===== config.mk =====
export PLATFORM = sky130hd
export DESIGN_NAME = serial_frame_rx
export DESIGN_NICKNAME = d
export VERILOG_FILES = /design/src/rtl/serial_frame_rx.sv
export SDC_FILE = /design/constraint.sdc
export NUM_CORES = 1
export LEC_CHECK = 0
export CAP_MARGIN = 20
export CORE_ASPECT_RATIO = 0.6
export CORE_MARGIN = 2
export CORE_UTILIZATION = 45
export DETAILED_ROUTE_END_ITERATION = 8
export HOLD_SLACK_MARGIN = 0.03
export PLACE_DENSITY = 0.71
export SETUP_SLACK_MARGIN = 0.3
export SLEW_MARGIN = 20
export SYNTH_ARGS = -nofsm -noshare
export SYNTH_HDL_FRONTEND = slang
export SYNTH_SLANG_ARGS = --single-unit

===== constraint.sdc =====
create_clock -name clk -period 1.98 [get_ports clk]
set_clock_uncertainty 0.2 [all_clocks]
set_input_delay 0.594 -clock clk [delete_from_list [all_inputs] [get_ports clk]]
set_output_delay 0.594 -clock clk [all_outputs]
set_load 0.05 [all_outputs]

===== src/rtl/serial_frame_rx.sv =====
// Serial frame receiver: start bit, DW data bits LSB first, optional even parity, stop bit.
// Latency: data/valid update on the edge that samples the stop bit.
// Backpressure: a held unaccepted frame blocks new loads; a newer good frame is dropped and overrun pulses.
module serial_frame_rx #(
  parameter int DW        = 8,
  parameter bit PARITY_EN = 1'b1
) (
  input  logic          clk,
  input  logic          rst_n,
  input  logic          si,
  input  logic          ready,
  output logic [DW-1:0] data,
  output logic          valid,
  output logic          parity_err,
  output logic          frame_err,
  output logic          overrun
);

  // Counter only has to reach DW-1; keep at least one bit for DW=1.
  localparam int CW = (DW > 1) ? $clog2(DW) : 1;

  typedef enum logic [1:0] {IDLE, DATA, PARITY, STOP} state_t;

  state_t        state, state_nxt;
  logic [CW-1:0] cnt;
  logic [DW-1:0] shreg;
  logic          par_bit;
  logic          last_bit;
  logic          load;
  logic          drop;
  logic          ferr;
  logic          rx_perr;

  assign last_bit = (cnt == CW'(DW - 1));

  // Even parity: data bits XOR received parity bit must be 0.
  assign rx_perr = PARITY_EN ? ((^shreg) ^ par_bit) : 1'b0;

  // State register.
  always_ff @(posedge clk or negedge rst_n) begin
    if (!rst_n) state <= IDLE;
    else        state <= state_nxt;
  end

  // Next-state logic and stop-bit decisions (load, drop on overrun, framing error).
  always_comb begin
    state_nxt = state;
    load      = 1'b0;
    drop      = 1'b0;
    ferr      = 1'b0;
    case (state)
      IDLE: begin
        if (!si) state_nxt = DATA;
      end
      DATA: begin
        if (last_bit) state_nxt = PARITY_EN ? PARITY : STOP;
      end
      PARITY: begin
        state_nxt = STOP;
      end
      STOP: begin
        state_nxt = IDLE;
        if (si) begin
          if (!valid || ready) load = 1'b1;
          else                 drop = 1'b1;
        end else begin
          ferr = 1'b1;
        end
      end
      default: state_nxt = IDLE;
    endcase
  end

  // Bit counter: cleared while idle, advances once per captured data bit.
  always_ff @(posedge clk or negedge rst_n) begin
    if (!rst_n)              cnt <= '0;
    else if (state == IDLE)  cnt <= '0;
    else if (state == DATA)  cnt <= cnt + CW'(1);
  end

  // Capture data bits at the counter position and the parity bit.
  always_ff @(posedge clk or negedge rst_n) begin
    if (!rst_n) begin
      shreg   <= '0;
      par_bit <= 1'b0;
    end else begin
      if (state == DATA) begin
        for (int i = 0; i < DW; i++) begin
          if (cnt == CW'(i)) shreg[i] <= si;
        end
      end
      if (state == PARITY) par_bit <= si;
    end
  end

  // Output holding register with valid/ready handshake; a load on the
  // accepting edge keeps valid high with the new frame.
  always_ff @(posedge clk or negedge rst_n) begin
    if (!rst_n) begin
      data       <= '0;
      valid      <= 1'b0;
      parity_err <= 1'b0;
    end else if (load) begin
      data       <= shreg;
      parity_err <= rx_perr;
      valid      <= 1'b1;
    end else if (valid && ready) begin
      valid      <= 1'b0;
    end
  end

  // One-cycle status pulses for the frame that just ended.
  always_ff @(posedge clk or negedge rst_n) begin
    if (!rst_n) begin
      frame_err <= 1'b0;
      overrun   <= 1'b0;
    end else begin
      frame_err <= ferr;
      overrun   <= drop;
    end
  end

endmodule


# Word level (Yosys, flattened, before mapping)
# Cells that the tools add are included.
[word_totals]
reg_bits = 26
in_bits = 4
[op_classes]
addsub = 1
n_eq_ne = 12
n_mux = 15
bitwise = 1
reduce_logical = 17
[op_table]
columns = ["cell", "n"]
rows = [
  ["AND reduction 2 bit", 9],
  ["== test 3 bit, second input constant", 4],
  ["two-way mux 1 bit", 10],
  ["case mux 2 bit (4 select lines)", 1],
  ["XOR reduction 8 bit", 1],
  ["== test 3 x 2 -> 1 bit, second input constant", 2],
  ["two-way mux 3 bit", 2],
  ["== test 2 bit, second input constant", 2],
  ["two-way mux 2 bit", 2],
  ["!= test 2 bit, second input constant", 2],
  ["nonzero test 2 bit", 2],
  ["adder 3 x 1 -> 3 bit, second input constant", 1],
  ["== test 3 x 1 -> 1 bit, second input constant", 1],
  ["logical NOT 3 bit", 1],
  ["== test 2 x 1 -> 1 bit, second input constant", 1],
  ["logical NOT 2 bit", 1],
  ["logical AND 1 bit", 1],
  ["logical NOT 1 bit", 1],
  ["logical OR 1 bit", 1],
  ["XOR 1 bit", 1],
]

# Depth between registers and ports, before layout
# Gate-level depths: netlist of the first run.
[logic_depth]
depth_word = 6
mapped_depth = 6
ltp_nobuf = 6

# Least setup slack after synthesis of the first run
# No wires, ideal clock.
[synth_timing]
kind = "reg2reg"
startpoint = "reg valid"
endpoint = "reg data[0]"
setup_time_ps = 125
arrival_time_ps = 1380
required_ps = 1655
setup_slack_ps = 275
stages_incl_launch_ff = 5
path_buffers = 1
synth_period_minus_slack_ps = 1705
cell_sequence = "dfrtp_1 > nand2b_1 > nor2b_1 > buf_2 > mux2_2"
[synth_between]
elab_chain_cells = 5
[synth_rtl]
columns = ["element", "line", "source"]
rows = [
  ["start: declaration", "13", "output logic valid,"],
  ["start signal: assignment", "101", "valid <= 1'b0;"],
  ["start signal: assignment", "106", "valid <= 1'b1;"],
  ["start signal: assignment", "108", "valid <= 1'b0;"],
  ["logical NOT 1 bit", "64", "if (!valid || ready) load = 1'b1;"],
  ["logical OR 1 bit", "64", ""],
  ["two-way mux 1 bit", "64", ""],
  ["two-way mux 1 bit", "63", "if (si) begin"],
  ["two-way mux 1 bit", "51", "case (state)"],
  ["end signal: assignment", "104", "data <= shreg;"],
  ["end: declaration", "12", "output logic [DW-1:0] data,"],
]
# Every way passes these cells.
# A chain may end at the register's enable or synchronous reset.

# Worst setup path after layout of the first run
[layout_timing]
startpoint = "reg shreg[7]"
endpoint = "reg parity_err"
[layout_between]
elab_chain_cells = 2
[layout_rtl]
columns = ["element", "line", "source"]
rows = [
  ["start: declaration", "26", "logic [DW-1:0] shreg;"],
  ["start signal: indexed assignment", "89", "if (cnt == CW'(i)) shreg[i] <= si;"],
  ["XOR reduction 8 bit", "37", "assign rx_perr = PARITY_EN ? ((^shreg) ^ par_bit) : 1'b0;"],
  ["XOR 1 bit", "37", ""],
  ["end signal: assignment", "105", "parity_err <= rx_perr;"],
  ["end: declaration", "14", "output logic parity_err,"],
]
# Every way passes these cells.

==> impl_metrics.yaml, run 1 <==
floorplan:
  row_count: 14
  number_of_primary_i_o_pins: 16
  die_area_um2: 3200
  chipWidth_um: 71.7
  starting_density_of_the_core_pct: 48.4
  core-area_um2: 2560
  die_height_um: 44.6
min_path:
  hp-start: "shreg[2]"
  min_path_cells: 1
  hold_path_class: "reg -> reg"
  hold_end: "shreg[2]"
place:
  place.detailed.hpwl_mm: 1.57
  gp_congestion: 0.758
  detailedPlace.worstSlack_ns: -0.207
  placed_cells: 145
  port_buffers: 15
sta:
  max_slew_headroom_pct: 78.4
  timing.fmax_mhz: 597
  worst_slew_pin_slew_ns: 0.323
  setup_viol_count_final: 0
  period_share_pct: 84.6
  final-hold-violation-count: 0
  final.min_clock_period_ns: 1.67
  rsz0062_at_grt: "yes"
  whs_ns: 0.363
  drv_slew: 0
  final_critical_path_setup_slack_ns: 0.305
cells_and_area:
  instances_no_fill: 160
  num_antenna_cells: 0
  finish.utilization_pct: 68.5
  drive_above_1_share_pct: 43.0
  post_synthesis_to_final_layout_area_growth_pct: 41.4
  fin_nets: 144
power_and_ir_drop:
  cell_internal_pwr_mw: 2.02
  combinationalPowerShare_pct: 59.5
  p_per_area_nw_per_um2: 1890
  ir_drop_v: 0.000959
  p_switching_mw: 1.29
  p_sw_share_pct: 38.9
  p_total_mw: 3.31
  share_clk_of_total_power_pct: 9.4
  p_leak_nw: 0.821
  power_frac_seq_pct: 31.2
yosys:
  synth_seq_area_share_pct: 52.5
  yosys.cell_types.count: 19
  dominantRegCellSynth: "dfrtp_1"
  synthDominantAreaCellType: "dfrtp_1"
  synth_edf_count: 0
  share_of_the_synthesized_area_in_the_top_cell_type_pct: 52.5
  mappedNetlistNets: 112
  synth.top_cells.by_area: "dfrtp_1 53%, mux2_2 15%, ha_1 11%"
  synth.yosys.warnings: 0
  synth_most_common_cell: "dfrtp_1"
  post_synth.cell_area_avg_um2: 12.8
  syn_inst: 97
  most_frequent_cells_after_synthesis: "26 x dfrtp_1, 17 x mux2_2, 11 x ha_1"
  postSynth.asyncResetShare_pct: 100
  synth_seq_cells: 26
  synth_area_um2: 1240
critical_path:
  crit_path_max_incr_delay_ns: 0.42
  ff2ff_path_depth: 4
  critical_path.most_common_cell: "xnor2_1"
  cp_slowest_cell: "xnor3_1"
  crit_path_dat_ns: 1.64
  critical_path_peak_fanout: 2
  reg2reg_slack_ns: 0.31
  worst_setup_path_end_kind: "register"
  cp_top_family: "XOR/XNOR gates"
  rr_endpoint: "parity_err"
  critPathRequiredTime_ns: 1.95
  crit_path_start_kind: "register"
  cp.buffers_inverters: 0
  setup.worst_path.class: "reg -> reg"
  timing.critical_path.cells: "xnor2_1 -> xnor3_1 -> xnor2_1 -> mux2_4"
  r2r_start: "shreg[7]"
grt:
  total_global_routing_track_utilization_pct: 16.4
  pin_count_of_the_biggest_net_entering_global_routing: 27
  antenna_found_initial: 0
  grt_first_pass_wirelength_mm: 3.87
  grt_overflow: 0
  vias_in_the_first_global_route: 828
drt:
  routed_wirelength_mm: 2.27
  drt_pass1_iterations: 4
  detail_route.drc_violations: 0
  antenna_violating_nets_post_route: 0
  via_per_inst: 4.99
  detailedRoute.firstIterationViolations: 21
  route.vias.total: 799
  drt-wirelength-per-cell_um: 14.2
clocking:
  clk-insertion-delay-late_ns: 0.27
  clock_sink_count: 26
  cts.clk_slew.worst_paths_ns: 0.09
  tritoncts.num_buffers: 3
  cts-root-to-sink-buffers: 2
  cts_tree: "done"
  h-tree-depth: 1
  root_buffer: "clkbuf_8"
run_status:
  run_status: "completed"
flow_run:
  maxCapViolCount: 0
## per-stage QoR
step                      area, um^2  setup TNS (ns)
after floorplan                 1240               0
after global placement          1570           -1.59
after detailed placement        1570           -1.70
after CTS                       1700               0
after global routing            1750               0
final                           1750               0
## cells in the final DEF (no fill, tap or decap), types with 2 or more instances in the layout
cell type and n:
xnor2_1 5, buf_6 2, nand2_1 7, dlygate4sd2_1 2, buf_4 13, nand3_1 3, inv_1 6, mux2_4 6
o21ai_0 3, dfrtp_1 25, clkbuf_8 3, nor2_1 4, ha_1 11, buf_12 12, mux2_2 12
## timing repair
item,CTS,global route
gates cloned,1,0
resized for setup,16,2
setup buffers,4,6
hold buffers,0,0
endpoints found under the setup margin,10,9
pin swaps,3,0
## metal layers
layer,GRT usage (%),wire (um),up-vias
met5,0,0,-
met4,4.91,21,0
met3,5.92,117,2
met2,27.0,1100,16
met1,20.7,1030,399
li1,-,-,382
## logic make-up after synthesis
family          after synthesis  synth area share, %
mux                          19                 17.5
buf+inv                       9                 2.83
simple gates                 19                 6.87
fa+ha+maj                    11                 11.1
xor+xnor                      8                 6.77
flops                        26                 52.5
compound gates                5                 2.42
## registers in the layout, summed over array words and instances (netlist names), 2 cells and up
name	cells
cnt	3
data	8
shreg	8
state	2
## power groups by stage
stage               clock [mW]  combinational (mW)  sequential (mW)
finish                   0.310                1.97             1.03
detailed placement           0                1.77             1.04
floorplan                    0               0.784             1.31
global placement             0                1.73             1.02
global route             0.343                2.09             1.06
CTS                      0.319                1.89             1.04
## layout make-up
cell class,count,area [um^2]
Clock buffer,4,45.0
Fill cell,177,806
Inverter,6,22.5
Multi-Input combinational cell,62,604
Sequential cell,26,652
Tap cell,32,40.0
Timing Repair Buffer,30,388
## worst max path at each step
stage / from / to / slack (ns) / cells past startpoint
after floorplan: ready / data[0] / 0.34 / 4
after global placement: ready / data[3] / -0.18 / 5
after detailed placement: ready / data[7] / -0.21 / 5
after CTS: valid / valid / 0.29 / 1
after global routing: shreg[7] / parity_err / 0.28 / 4
final: shreg[7] / parity_err / 0.31 / 4
Note: power is estimated with default switching activity, not from simulation.
==> inputs of run 2 (changes only) <==
Settings changed: PLACE_DENSITY 0.71 to 0.74.
Clock period 1.98 ns to 1.4 ns, I/O delays scaled along.
==> run 2 against run 1 <==
  * The run now ends with setup timing left
  * Final cell count increased by 13%
  * Non-clock buffer count grew 21
  * Worst hold slack got worse by 0.075 ns
  * Flip-flop and latch count is the same
  * Clock-buffer cell count shrank 1
  * Maximum frequency decreased by 3.7%
  * Combinational power is 100% higher
  * Critical path depth is the same
  * Global-route usage up 5.7 points
  * Setup slack worse by 0.64 ns
  * Power rose by 87%
  * Sequential share of layout area is 7.1 points lower
  * Critical endpoint unchanged
  * Highest routed layer unchanged
==> impl_metrics.yaml, run 2 (synthesis gave the netlist of run 1 again) <==
power_and_ir_drop:
  power_frac_seq_pct: 24.6
  p_per_area_nw_per_um2: 2790
  p_switching_mw: 2.40
  p_leak_nw: 1.01
  p_sw_share_pct: 38.9
  share_clk_of_total_power_pct: 10.2
  p_total_mw: 6.17
  ir_drop_v: 0.00174
  cell_internal_pwr_mw: 3.77
  combinationalPowerShare_pct: 65.2
floorplan:
  chipWidth_um: 71.7
  die_height_um: 44.6
  row_count: 14
  die_area_um2: 3200
  starting_density_of_the_core_pct: 48.4
  number_of_primary_i_o_pins: 16
  core-area_um2: 2560
sta:
  rsz0062_at_grt: "yes"
  finalSetupTns_ns: -5.36
  final-hold-violation-count: 0
  final_critical_path_setup_slack_ns: -0.340
  setup_viol_count_final: 35
  period_share_pct: 124
  timing.fmax_mhz: 575
  final.min_clock_period_ns: 1.74
  drv_slew: 0
  worst_slew_pin_slew_ns: 0.290
  max_slew_headroom_pct: 80.7
critical_path:
  rr_endpoint: "parity_err"
  endpoint: "parity_err"
  crit_path_start_kind: "register"
  critPathRequiredTime_ns: 1.37
  critical_path_peak_fanout: 2
  reg2reg_slack_ns: -0.34
  worst_setup_path_end_kind: "register"
  ff2ff_path_depth: 4
  setup.worst_path.class: "reg -> reg"
  crit_path_dat_ns: 1.71
  startpoint: "shreg[5]"
  r2r_start: "shreg[5]"
grt:
  total_global_routing_track_utilization_pct: 22.1
  pin_count_of_the_biggest_net_entering_global_routing: 27
  antenna_found_initial: 0
  grt_overflow: 0
  grt_first_pass_wirelength_mm: 5.05
  vias_in_the_first_global_route: 997
clocking:
  cts-root-to-sink-buffers: 2
  root_buffer: "clkbuf_8"
  tritoncts.num_buffers: 3
  cts_tree: "done"
  h-tree-depth: 1
  clock_sink_count: 26
  clk-insertion-delay-late_ns: 0.27
  cts.clk_slew.worst_paths_ns: 0.09
drt:
  route.vias.total: 922
  detail_route.drc_violations: 0
  antenna_violating_nets_post_route: 0
  drt_pass1_iterations: 4
  routed_wirelength_mm: 3.64
  detailedRoute.firstIterationViolations: 100
  drt-wirelength-per-cell_um: 20.1
  via_per_inst: 5.09
cells_and_area:
  post_synthesis_to_final_layout_area_growth_pct: 78.5
  largest_registers: "data (8), shreg (8), cnt (3)"
  mostFrequentLayoutCell: "buf_4"
  drive_above_1_share_pct: 73.8
  num_antenna_cells: 0
  final_cell_mix: "20 x buf_4, 15 x buf_6, 14 x dfrtp_1"
  fin_nets: 165
  finish.utilization_pct: 86.4
place:
  port_buffers: 15
  detailedPlace.worstSlack_ns: -0.684
  place.detailed.hpwl_mm: 1.84
  gp_congestion: 0.777
flow_run:
  maxCapViolCount: 0
run_status:
  failed_checks: "setup timing"
  run_status: "complete, but fails checks"
min_path:
  hold_path_class: "in -> async"
-- run 2: timing repair --
item,4_1_cts,5_1_grt
gates cloned,1,0
hold buffers,0,0
buffers inserted,10,3
endpoints found under the setup margin,38,37
resized for setup,39,10
pin swaps,9,8
-- run 2: layout make-up --
| type | count | area [um^2] |
|---|---|---|
| repair buffers | 51 | 607 |
| multi-input cells | 62 | 797 |
| flip-flops and latches | 26 | 666 |
| clock buffers | 3 | 41.3 |
| clock inverters | 1 | 30.0 |
| well taps | 32 | 40.0 |
| inverters | 6 | 30.0 |
| fillers | 121 | 347 |
-- run 2: power by group through the flow --
stage	Sequential [mW]	Combinational (mW)	Clock, mW
floorplan	1.94	1.37	0
global placement	1.44	3.07	0
detailed placement	1.48	3.18	0
CTS	1.47	3.71	0.635
global route	1.56	4.23	0.674
finish	1.52	4.02	0.630
-- run 2: layer usage --
metal  up-vias  track usage, %  routed length (um)
met3         6            6.61                 140
met2        25            39.6                1850
met5         -               0                   0
li1        420               -                   -
met4         0            5.66                  48
met1       471            26.7                1600
-- run 2: through the flow --
stage	std cells	hold slack (ns)	area, um^2
CTS	178	0.290	2140
floorplan	97	-0.0756	1400
detailed placement	163	0.340	1850
global route	181	0.303	2210
finish	181	0.288	2210
global placement	163	0.304	1850
-- run 2: worst min-delay path by stage --
stage,from,endpoint,slack [ns],cells past startpoint
final,rst_n,cnt[2],0.29,2
after global routing,rst_n,par_bit,0.30,2
after CTS,rst_n,shreg[4],0.29,2
after detailed placement,valid,valid,0.34,2
after global placement,valid,valid,0.30,2
after floorplan,rst_n,cnt[0],-0.08,0
-- run 2: critical path: stages (launching register included) --
cell     delay, ns
dfrtp_1       0.41
xnor2_2       0.17
xnor3_1       0.45
xnor2_1       0.14
mux2_4        0.25
==> inputs of run 3 (changes only) <==
Settings changed: PLACE_DENSITY 0.74 to 0.71, SKIP_LAST_GASP from default to 1.
Clock period 1.4 ns to 2 ns, I/O delays scaled along.
==> run 3 against run 2 <==
  * The flow now finishes without violations
  * Maximum frequency up 4.1%
  * Sequential share of layout area rose by 8.1 points
  * Critical endpoint unchanged
  * First-iteration DRC count is 42% lower
==> impl_metrics.yaml, run 3 (synthesis gave the netlist of run 1 again) <==
grt:
  pin_count_of_the_biggest_net_entering_global_routing: 27
  grt_overflow: 0
  vias_in_the_first_global_route: 779
  grt_first_pass_wirelength_mm: 3.82
  total_global_routing_track_utilization_pct: 16.2
  antenna_found_initial: 0
sta:
  timing.fmax_mhz: 598
  setup_viol_count_final: 0
  final-hold-violation-count: 0
  final.min_clock_period_ns: 1.67
  drv_slew: 0
  finalSetupTns_ns: 0
  period_share_pct: 83.6
  max_slew_headroom_pct: 78.3
  worst_slew_pin_slew_ns: 0.326
  rsz0062_at_grt: "yes"
run_status:
  run_status: "completed"
cells_and_area:
  drive_above_1_share_pct: 40.2
  fin_nets: 138
  largest_registers: "data (8), shreg (8), cnt (3)"
  final_area_um2: 1710
  num_antenna_cells: 0
  post_synthesis_to_final_layout_area_growth_pct: 37.8
  finish.utilization_pct: 66.7
  fill_cells: 192
  mostFrequentLayoutCell: "dfrtp_1"
  multi_input_comb_area_um2: 604
  layout.area.seq_um2: 652
  final_cell_mix: "25 x dfrtp_1, 12 x mux2_2, 12 x buf_12"
power_and_ir_drop:
  p_sw_share_pct: 39.3
  p_per_area_nw_per_um2: 1890
  ir_drop_v: 0.000885
  combinationalPowerShare_pct: 58.4
  power_frac_seq_pct: 32.2
  p_switching_mw: 1.26
  cell_internal_pwr_mw: 1.96
  p_leak_nw: 0.792
  share_clk_of_total_power_pct: 9.4
critical_path:
  timing.critical_path.cells: "xnor2_1 -> xnor3_1 -> xnor2_1 -> mux2_4"
  critical_path.most_common_cell: "xnor2_1"
  worst_setup_path_end_kind: "register"
  cp.buffers_inverters: 0
  ff2ff_path_depth: 4
  critical_path_peak_fanout: 2
  cp_top_family: "XOR/XNOR gates"
  setup.worst_path.class: "reg -> reg"
  critPathRequiredTime_ns: 1.96
  r2r_start: "shreg[2]"
  crit_path_max_incr_delay_ns: 0.42
  crit_path_start_kind: "register"
  reg2reg_slack_ns: 0.33
  rr_endpoint: "parity_err"
  crit_path_dat_ns: 1.63
  cp_slowest_cell: "xnor3_1"
drt:
  drt-wirelength-per-cell_um: 15.1
  route.vias.total: 777
  detail_route.drc_violations: 0
  via_per_inst: 5.05
  antenna_violating_nets_post_route: 0
  drt_pass1_iterations: 5
  detailedRoute.firstIterationViolations: 58
  routed_wirelength_mm: 2.33
floorplan:
  starting_density_of_the_core_pct: 48.4
  chipWidth_um: 71.7
  number_of_primary_i_o_pins: 16
  die_area_um2: 3200
  row_count: 14
  core-area_um2: 2560
  die_height_um: 44.6
min_path:
  hold_end: "data[7]"
  min_path_cells: 1
  hold_path_class: "reg -> reg"
  hp-start: "shreg[7]"
clocking:
  h-tree-depth: 1
  cts.clk_slew.worst_paths_ns: 0.09
  cts-root-to-sink-buffers: 2
  clk-insertion-delay-late_ns: 0.27
  tritoncts.num_buffers: 3
  root_buffer: "clkbuf_8"
  cts_tree: "done"
  clock_sink_count: 26
flow_run:
  maxCapViolCount: 0
place:
  gp_congestion: 0.797
  port_buffers: 15
  placed_cell_area_um2: 1570
  place.detailed.hpwl_mm: 1.57
==> run 3: cell types whose count changed in the layout (fill, tap and decap cells not counted), moves of 5 or more <==
cell | before | now
nand2_1 | 2 | 7
ha_4 | 6 | 0
buf_6 | 15 | 2
dfrtp_2 | 12 | 1
mux2_2 | 6 | 12
buf_4 | 20 | 7
ha_1 | 4 | 11
dfrtp_1 | 14 | 25
mux2_4 | 12 | 6
==> run 3: timing repair <==
action                                  4_1_cts  5_1_grt
hold endpoints to repair                      0        0
buffers inserted                              3        1
hold buffers                                  0        0
cloned                                        1        0
pin swaps                                     1        0
resized for setup                            15        3
endpoints found under the setup margin        9        7
==> run 3: area by class of cell <==
type / count / share of cell area, %
multi-input cells: 62 / 35.4
flip-flops and latches: 26 / 38.2
clock buffers: 4 / 2.64
well taps: 32 / 2.35
repair buffers: 24 / 20.1
inverters: 6 / 1.32
==> run 3: power groups by stage <==
stage | combinational, mW | clock, mW | sequential (mW)
after global placement | 1.70 | 0 | 1.01
after floorplan | 0.773 | 0 | 1.30
after CTS | 1.85 | 0.315 | 1.03
final | 1.88 | 0.303 | 1.04
after detailed placement | 1.74 | 0 | 1.03
after global routing | 2.00 | 0.332 | 1.06
==> run 3: through the flow <==
step                hold WS [ns]  total power [mW]  std cells  worst slack [ns]
detailed placement         0.325              2.78        145            -0.175
global placement           0.320              2.72        145            -0.162
CTS                        0.348              3.19        153             0.305
global route               0.382              3.40        154             0.244
finish                     0.371              3.22        154             0.328
floorplan                  0.104              2.07         97             0.311
==> run 3: worst max path at each step <==
stage | startpoint | end | slack [ns] | cells past startpoint
2_1_floorplan | ready | data[0] | 0.31 | 4
3_3_place_gp | ready | data[4] | -0.16 | 5
6_report | shreg[2] | parity_err | 0.33 | 4
3_5_place_dp | ready | data[7] | -0.17 | 5
4_1_cts | valid | valid | 0.30 | 1
5_1_grt | shreg[2] | parity_err | 0.24 | 4
==> run 3: routing by layer <==
layer	wire [um]	track usage [%]	up-vias	share of wire, %
met5	0	0	-	0
met4	34	3.40	0	1.5
met3	148	5.92	4	6.4
met2	1070	26.1	27	46
met1	1080	21.4	379	46
li1	-	-	367	-
